==> src/rtl/rpn_controller.sv <==
// rpn_controller -- keypad-to-stack sequencer for an RPN calculator.
// Turns key tokens (digits, enter, add/sub/mul, clear) into one-cycle
// write/push/pop strobes for an external stack and tracks the entry mode.
//
// Ports:
//   clock, reset                  clock and synchronous active-high reset
//   key_valid/key_ready           token handshake (accept when both high)
//   key_type[2:0], key_digit[3:0] token code and digit value
//   stk_write/stk_push/stk_pop    registered one-cycle stack strobes
//   stk_value[31:0]               data for stk_write (0 when not writing)
//   stk_top/stk_next/stk_count    current stack view
//   stk_error                     stack overflow/underflow flag
//   error                         sticky error, cleared by a clear token
//   busy                          inverse of key_ready
module rpn_controller (
  input  logic        clock,
  input  logic        reset,
  input  logic        key_valid,
  output logic        key_ready,
  input  logic [2:0]  key_type,
  input  logic [3:0]  key_digit,
  output logic        stk_write,
  output logic        stk_push,
  output logic        stk_pop,
  output logic [31:0] stk_value,
  input  logic [31:0] stk_top,
  input  logic [31:0] stk_next,
  input  logic [5:0]  stk_count,
  input  logic        stk_error,
  output logic        error,
  output logic        busy
);

  typedef enum logic [1:0] {S_IDLE, S_LIFT_WR, S_OP_POP, S_OP_WR} state_t;
  typedef enum logic [1:0] {M_REPLACE, M_APPEND, M_LIFT} mode_t;

  state_t      r_state, w_state_next;
  mode_t       r_mode, w_mode_next;
  logic        r_error, w_error_next;
  logic        r_write, w_write_next;
  logic        r_push, w_push_next;
  logic        r_pop, w_pop_next;
  logic [31:0] r_value, w_value_next;
  // Operand held across a multi-cycle command: operator result or LIFT digit.
  logic [31:0] r_hold, w_hold_next;
  // A LIFT digit's push has been issued and its write is still owed.
  logic        r_pend, w_pend_next;
  // A strobe was high last cycle, so stk_error now reflects that operation.
  logic        r_strobe_d;

  logic        w_ready, w_accept, w_exec, w_guard;
  logic        w_is_digit, w_is_enter, w_is_op, w_is_clear;
  logic [31:0] w_op_result, w_append_value;

  assign w_is_digit = (key_type == 3'd0);
  assign w_is_enter = (key_type == 3'd1);
  assign w_is_op    = (key_type == 3'd2) || (key_type == 3'd3) || (key_type == 3'd4);
  assign w_is_clear = (key_type == 3'd5);

  assign w_guard = (key_type[2:1] == 2'b11)
                || (w_is_digit && (key_digit > 4'd9))
                || (w_is_op && (stk_count == 6'd0))
                || ((w_is_enter || (w_is_digit && (r_mode == M_LIFT))) && (stk_count == 6'd63));

  assign w_ready  = (r_state == S_IDLE) && !r_pend;
  assign w_accept = key_valid && w_ready;
  // Token that actually produces stack activity.
  assign w_exec   = w_accept && !w_is_clear && !r_error && !w_guard;

  always_comb begin
    w_op_result = stk_next + stk_top;
    if (key_type == 3'd3)
      w_op_result = stk_next - stk_top;
    else if (key_type == 3'd4)
      w_op_result = stk_next * stk_top;
  end

  assign w_append_value = (stk_top * 32'd10) + {28'd0, key_digit};

  // State register
  always_ff @(posedge clock) begin
    if (reset)
      r_state <= S_IDLE;
    else
      r_state <= w_state_next;
  end

  // Next-state logic
  always_comb begin
    w_state_next = r_state;
    case (r_state)
      S_IDLE: begin
        if (r_pend)
          w_state_next = S_LIFT_WR;
        else if (w_exec && w_is_op)
          w_state_next = S_OP_POP;
      end
      S_OP_POP:  w_state_next = S_OP_WR;
      S_OP_WR:   w_state_next = S_IDLE;
      S_LIFT_WR: w_state_next = S_IDLE;
      default:   w_state_next = S_IDLE;
    endcase
  end

  // Output logic: next values of the registered strobes and control state
  always_comb begin
    w_write_next = 1'b0;
    w_push_next  = 1'b0;
    w_pop_next   = 1'b0;
    w_value_next = 32'd0;
    w_mode_next  = r_mode;
    w_error_next = r_error;
    w_pend_next  = 1'b0;
    w_hold_next  = r_hold;
    if (r_strobe_d && stk_error)
      w_error_next = 1'b1;
    case (r_state)
      S_IDLE: begin
        if (r_pend) begin
          w_write_next = 1'b1;
          w_value_next = r_hold;
        end else if (w_accept) begin
          if (w_is_clear) begin
            w_error_next = 1'b0;
            w_mode_next  = M_REPLACE;
          end else if (!r_error && w_guard) begin
            w_error_next = 1'b1;
          end else if (w_exec) begin
            if (w_is_digit) begin
              case (r_mode)
                M_REPLACE: begin
                  w_write_next = 1'b1;
                  w_value_next = {28'd0, key_digit};
                  w_mode_next  = M_APPEND;
                end
                M_APPEND: begin
                  w_write_next = 1'b1;
                  w_value_next = w_append_value;
                end
                default: begin
                  w_push_next = 1'b1;
                  w_pend_next = 1'b1;
                  w_hold_next = {28'd0, key_digit};
                  w_mode_next = M_APPEND;
                end
              endcase
            end else if (w_is_enter) begin
              w_push_next = 1'b1;
              w_mode_next = M_REPLACE;
            end else begin
              w_pop_next  = 1'b1;
              w_hold_next = w_op_result;
              w_mode_next = M_LIFT;
            end
          end
        end
      end
      S_OP_POP: begin
        w_write_next = 1'b1;
        w_value_next = r_hold;
      end
      default: ;
    endcase
  end

  always_ff @(posedge clock) begin
    if (reset) begin
      r_mode     <= M_REPLACE;
      r_error    <= 1'b0;
      r_write    <= 1'b0;
      r_push     <= 1'b0;
      r_pop      <= 1'b0;
      r_value    <= 32'd0;
      r_hold     <= 32'd0;
      r_pend     <= 1'b0;
      r_strobe_d <= 1'b0;
    end else begin
      r_mode     <= w_mode_next;
      r_error    <= w_error_next;
      r_write    <= w_write_next;
      r_push     <= w_push_next;
      r_pop      <= w_pop_next;
      r_value    <= w_value_next;
      r_hold     <= w_hold_next;
      r_pend     <= w_pend_next;
      r_strobe_d <= r_write || r_push || r_pop;
    end
  end

  assign key_ready = w_ready;
  assign busy      = !w_ready;
  assign stk_write = r_write;
  assign stk_push  = r_push;
  assign stk_pop   = r_pop;
  assign stk_value = r_value;
  assign error     = r_error;

endmodule

==> config.mk <==
export PLATFORM = sky130hd
export DESIGN_NAME = rpn_controller
export DESIGN_NICKNAME = d
export VERILOG_FILES = /design/src/rtl/rpn_controller.sv
export SDC_FILE = /design/constraint.sdc
export NUM_CORES = 2
export LEC_CHECK = 0
export ABC_AREA = 1
export CORE_MARGIN = 2
export CORE_UTILIZATION = 40
export CTS_BUF_LIST = sky130_fd_sc_hd__clkbuf_8 sky130_fd_sc_hd__clkbuf_16
export CTS_CLUSTER_SIZE = 12
export DETAILED_ROUTE_END_ITERATION = 10
export GPL_TIMING_DRIVEN = 1
export PLACE_DENSITY = 0.64
export REMOVE_ABC_BUFFERS = 1
export SETUP_SLACK_MARGIN = 0.5
export SKIP_LAST_GASP = 1
export SYNTH_ARGS = -nofsm -noshare
export SYNTH_HDL_FRONTEND = slang
export SYNTH_SLANG_ARGS = --single-unit
==> constraint.sdc <==
create_clock -name clock -period 13.76 [get_ports clock]
set_input_delay 2.752 -clock clock [delete_from_list [all_inputs] [get_ports clock]]
set_output_delay 2.752 -clock clock [all_outputs]
set_load 0.02 [all_outputs]
Yosys cells after proc, flatten, opt, wreduce, memory -nomap -nowiden

Index checks and enable logic that the tools add are counted.

Add/sub/neg operators: 3
Multipliers: 2
Div/mod/pow operators: 0
$lt $le $gt $ge: 1
Equal/unequal tests: 17
Shifts and indexed selects: 0
Mux-type cells: 40
Bitwise logic cells: 7
Reduce and logical (&&, ||, !) cells: 37

Operators with widths:

| cell                                                                  | count |
|---|---|
| 32-bit two-way mux                                                    | 11 |
| 32-bit case mux with 2 select lines                                   | 2 |
| 32-bit adder                                                          | 1 |
| 32-bit by 4-bit adder with 32-bit output                              | 1 |
| 32-bit by 3-bit multiplier with 31-bit output (second input constant) | 1 |
| 32-bit by 32-bit multiplier with 32-bit output                        | 1 |
| 32-bit subtractor                                                     | 1 |
| 1-bit two-way mux                                                     | 17 |
| 2-bit two-way mux                                                     | 8 |
| 8-bit OR reduction                                                    | 2 |
| 1-bit logical AND                                                     | 12 |
| 2-bit == test (second input constant)                                 | 4 |
| 1-bit logical OR                                                      | 8 |
| 8-bit AND reduction                                                   | 1 |
| 1-bit inverter                                                        | 7 |
| 7-bit OR reduction                                                    | 1 |
| 3-bit by 2-bit == test with 1-bit output (second input constant)      | 2 |
| 3-bit == test (second input constant)                                 | 2 |
| 6-bit == test (second input constant)                                 | 1 |
| 6-bit logical NOT                                                     | 1 |
| 2-bit != test (second input constant)                                 | 3 |
| 2-bit case mux with 3 select lines                                    | 1 |
| 6-bit AND reduction                                                   | 1 |
| 1-bit logical NOT                                                     | 5 |
| 10 further kinds                                                      | 13 |

Bits in registers: 74
Bits in latches: 0
Bits in writable memories: 0
Bits in read-only memories: 0
Input port bits: 81
Logic and storage cells: 117
Memories kept: 0

Depth between registers and ports, before layout

Word-level depth: 14
Gate-level depth with buffers: 37
Mapped depth without buffers: 35

Least setup slack after synthesis

No wires, ideal clock.

Path type: in2reg
Start point: input port stk_top[6]
End point: register r_hold[28]
Library setup time: 0.132 ns
Data arrival time: 9.007 ns
Required time: 13.628 ns
Setup slack: 4.621 ns
Stages: 32
Buffers on the path: 2
Cells stage by stage: clkbuf_1 -> clkbuf_1 -> nand2_1 -> inv_1 -> fa_1 -> fa_1 -> fa_1 -> inv_1 -> fa_1 -> inv_1 -> fa_1 -> inv_1 -> fa_1 -> inv_1 -> fa_1 -> fa_1 -> ha_1 -> nand2_1 -> inv_1 -> nand2_1 -> nor3_1 -> nand4_1 -> nand3_1 -> nand2_1 -> nand2_1 -> inv_1 -> o21bai_1 -> a21oi_1 -> o21ai_0 -> nand3_1 -> nand2_1 -> a21oi_1

Cells in the longest elaborated chain, start to end: 5
Elaborated cells between the ends (all ways): 7
Classes of those cells: add/sub (2); mul (1); mux (4)

RTL lines:

| item                                                                           | line   | RTL |
|---|---|---|
| start, declared                                                                | 26     | `input logic [31:0] stk_top,` |
| 32-bit by 32-bit multiplier with 32-bit output or 32-bit adder (tied branches) | 75, 71 |  |
| 32-bit two-way mux                                                             | 74     | `else if (key_type == 3'd4)` |
| 32-bit two-way mux (*)                                                         | 72     | `if (key_type == 3'd3)` |
| 32-bit two-way mux (*)                                                         | 147    | `end else if (w_is_enter) begin` |
| 32-bit two-way mux (*)                                                         | 129    | `if (w_is_digit) begin` |
| end signal, assigned                                                           | 184    | `r_hold <= w_hold_next;` |
| end, declared                                                                  | 45     | `logic [31:0] r_hold, w_hold_next;` |

Every way passes the cells marked *; elsewhere a longest branch is shown, timed or not. The select of a mux whose other input is x is not followed.
A chain may end at the register's enable or synchronous reset.

Worst setup path in the final report

Start point: input port stk_next[15]
End point: register r_hold[28]

Cells in the longest elaborated chain, start to end: 5
Elaborated cells between the ends (all ways): 7
Classes of those cells: add/sub (2); mul (1); mux (4)

RTL lines:

| item                                                                           | line   | RTL |
|---|---|---|
| start, declared                                                                | 27     | `input logic [31:0] stk_next,` |
| 32-bit by 32-bit multiplier with 32-bit output or 32-bit adder (tied branches) | 75, 71 |  |
| 32-bit two-way mux                                                             | 74     |  |
| 32-bit two-way mux (*)                                                         | 72     |  |
| 32-bit two-way mux (*)                                                         | 147    |  |
| 32-bit two-way mux (*)                                                         | 129    |  |

Marks and branches as above.

==> results.yml <==
global_route:
  grt_start_max_net_pins: 47
  grt_util_all_layers: 0.263
  number_of_antenna_violations_at_the_first_check_in_global_routing: 0
  grt_pass1_vias: 24822
  globalRoute.totalOverflow: 0
  grt_first_pass_wirelength_um: 139000
clock_network:
  postCtsSetupBuffers: 0
  root_buffer: "sky130_fd_sc_hd__clkbuf_16"
  clk_pin_slew_ps: 70
  cts_hold_buf: 0
  clk_path_buf_depth: 2
  htree_num_levels: 3
  cts-resized-gates: 0
  cts_tree: "yes"
  clk-insertion-delay-late_ps: 350
  clock_sink_count: 74
  tritoncts_buffer_count: 9
yosys:
  synth-seq-area-share: 0.0559
  synth.cells.most_frequent: "sky130_fd_sc_hd__nand2_1 (1003), sky130_fd_sc_hd__inv_1 (950), sky130_fd_sc_hd__fa_1 (412), sky130_fd_sc_hd__ha_1 (243), sky130_fd_sc_hd__a21oi_1 (233)"
  async_reset_ff_frac: 0
  synth.lib_cells_used.distinct: 62
  postSynthAreaPerCell_sq_um: 6.85
  synth_seq_cells: 74
  cell_types_with_the_largest_area_share_after_synthesis: "sky130_fd_sc_hd__fa_1 (31%), sky130_fd_sc_hd__nand2_1 (14%), sky130_fd_sc_hd__inv_1 (13%), sky130_fd_sc_hd__ha_1 (11%), sky130_fd_sc_hd__dfxtp_1 (5.6%)"
  synthesis.area_sq_um: 26500
  yosysWarningCount: 0
  post-synth-top-area-cell: "sky130_fd_sc_hd__fa_1"
  syn_inst: 3865
  synth.most_common_cell: "sky130_fd_sc_hd__nand2_1"
  synth_enable_flop_cells: 0
  yosys.area.top_type_share: 0.311
  leading_register_cell_type_out_of_synthesis: "sky130_fd_sc_hd__dfxtp_1"
floorplanning:
  initial_core_utilization: 0.404
  number_of_placement_rows: 94
  die_w_um: 261
  core_area_sq_um: 65600
  design.die.area_sq_um: 68300
  ios: 119
  die-height_um: 261
timing:
  post-route-period-util: 0.764
  report.final.slew_viol_count: 0
  fmaxAchievable_ghz: 0.0952
  period_minus_slack_ps: 10510
  slew_headroom: 0.145
  final.setup.worst_slack_ps: 3250
  timing_worst_slew_pin_value_ps: 1280
  worst_clock_skew_ps: 10.7
  tns_ps: 0
  grt_setup_unrepaired: "false"
  hold_viol_final: 0
  setup_violations: 0
setup_path:
  critical-path-top-cell-by-count: "sky130_fd_sc_hd__fa_1"
  cp_data_required_time_ps: 13980
  worstReg2RegStart: "r_state[1]"
  critical_path.endpoint_type: "flop"
  worstSetupStartpointType: "input port"
  wp_data_arrival_ps: 10720
  timing.setup.critical_path_class: "input port to flop"
  worstReg2RegEnd: "r_hold[5]"
  critical-path-slowest-cell: "sky130_fd_sc_hd__clkdlybuf4s50_1"
  worst_r2r_path_depth: 12
  cp_slowest_stage_delay_ps: 1320
  crit_path_max_fanout: 18
  rrSetupSlack_ps: 10740
hold_path:
  hold_path_class: "flop to flop"
  hold_end: "r_state[1]"
  hold_path_startpoint: "r_pend"
  worstHoldPathCells: 1
layout:
  syn2layout_area_growth_pct: 8.63
  filler_cells_inserted: 6898
  n_antenna_cell: 0
  drive_gt1_frac: 0.0373
  final_nets: 4622
routing:
  drt_drc_violations_left: 0
  routedWlPerCell_um: 18.4
  route.antenna.remaining_nets: 0
  detailedRoute.firstIterationViolations: 1921
  pre_antenna_drt_iters: 5
  route.vias.total: 24517
  routed_wirelength_um: 87500
  via_per_inst: 5.16
status:
  outcome: "completed"
job:
  drv_cap: 0
placed_design:
  dp.final_hpwl_um: 68100
  place.port_buffers: 118
  dp_worst_setup_slack_ps: 3050
  gp_congestion: 0.965
[flip-flops by register name, indices dropped and copies added (netlist names)]
signal	cells
stk_value	32
error	1
r_strobe_d	1
r_mode	2
r_pend	1
stk_push	1
r_state	2
r_hold	32
stk_pop	1
stk_write	1
[area by class of cell]
type	instances	area, sq um	share of cell area
Multi-Input combinational cell	2676	20800	0.723
Inverter	965	3630	0.126
Timing Repair Buffer	160	1490	0.0517
Sequential cell	74	1480	0.0515
Tap cell	864	1080	0.0376
Clock buffer	9	225	0.00783
Clock inverter	7	70.1	0.00244
[worst max-delay path, delay by kind of cell]
| family | cells | cell delay [ps] |
|---|---|---|
| AO/OA/AOI/OAI | 4 | 460 |
| adder cells (fa/ha/maj) | 9 | 4190 |
| buffers and inverters | 8 | 1800 |
| AND/OR/NAND/NOR | 10 | 1500 |
[worst max-delay path by stage]
stage                  from          to  slack, ps  cells after the start
6_report       stk_next[15]  r_hold[28]       3250                     31
5_1_grt        stk_next[15]  r_hold[28]       2860                     29
4_1_cts        stk_next[15]  r_hold[28]       3410                     31
3_5_place_dp   stk_next[15]  r_hold[28]       3050                     31
3_3_place_gp   stk_next[15]  r_hold[28]       3090                     31
2_1_floorplan    stk_top[2]  r_hold[28]       5090                     30
[layout by cell type (no fill, tap or decap), types with 4 or more instances in the layout]
cell and n:
sky130_fd_sc_hd__clkdlybuf4s50_1 116, sky130_fd_sc_hd__inv_2 13, sky130_fd_sc_hd__clkbuf_16 9, sky130_fd_sc_hd__a221oi_1 8
sky130_fd_sc_hd__o31ai_1 10, sky130_fd_sc_hd__o21bai_1 9, sky130_fd_sc_hd__a21o_1 7, sky130_fd_sc_hd__nand4_1 30
sky130_fd_sc_hd__o21ai_1 10, sky130_fd_sc_hd__xor2_1 32, sky130_fd_sc_hd__nor3_2 4, sky130_fd_sc_hd__o21ai_0 138
sky130_fd_sc_hd__o211ai_1 19, sky130_fd_sc_hd__or2_2 15, sky130_fd_sc_hd__nor3_1 22, sky130_fd_sc_hd__a31oi_1 12
sky130_fd_sc_hd__nor4_1 7, sky130_fd_sc_hd__nand3_1 159, sky130_fd_sc_hd__fa_1 412, sky130_fd_sc_hd__xnor2_1 20
sky130_fd_sc_hd__a21oi_1 233, sky130_fd_sc_hd__o221ai_1 4, sky130_fd_sc_hd__a21boi_0 7, sky130_fd_sc_hd__nand2_2 12
sky130_fd_sc_hd__buf_4 42, sky130_fd_sc_hd__nand3_2 6, sky130_fd_sc_hd__inv_1 951, sky130_fd_sc_hd__dfxtp_1 74
sky130_fd_sc_hd__nand2_1 1003, sky130_fd_sc_hd__nor2_4 6, sky130_fd_sc_hd__o22ai_1 6, sky130_fd_sc_hd__ha_1 243
sky130_fd_sc_hd__nor2_2 10, sky130_fd_sc_hd__o21a_1 5, sky130_fd_sc_hd__nor2_1 165, sky130_fd_sc_hd__nand3b_1 24
[through the flow]
step | hold WS [ps] | instances | utilization | cell area [sq um]
after floorplan | 426 | 3715 | - | 25900
after global placement | 456 | 4739 | 0.434 | 28500
after detailed placement | 457 | 4739 | 0.434 | 28500
after CTS | 466 | 4755 | 0.438 | 28800
after global routing | 484 | 4755 | 0.438 | 28800
final | 461 | 4755 | 0.438 | 28800
[routing by layer]
layer,track usage,up-vias,wire [um]
li1,-,11715,-
met1,0.344,11678,36900
met2,0.446,910,41200
met3,0.0308,214,5520
met4,0.104,0,3860
met5,0,-,0
[logic make-up (layout without fill, tap and decap cells)]
logic type / after synthesis / count (layout) / share of synthesized area
AOI/OAI and AO/OA: 491 / 491 / 0.105
xor gates and xnor gates: 56 / 56 / 0.0197
adders and majority gates: 655 / 655 / 0.426
buffers and inverters: 1115 / 1141 / 0.159
DFF: 74 / 74 / 0.0559
and+or+nand+nor: 1474 / 1474 / 0.235
Power is not shown: default switching activity piles up to over one toggle a cycle in this logic, so the estimate is an artifact.
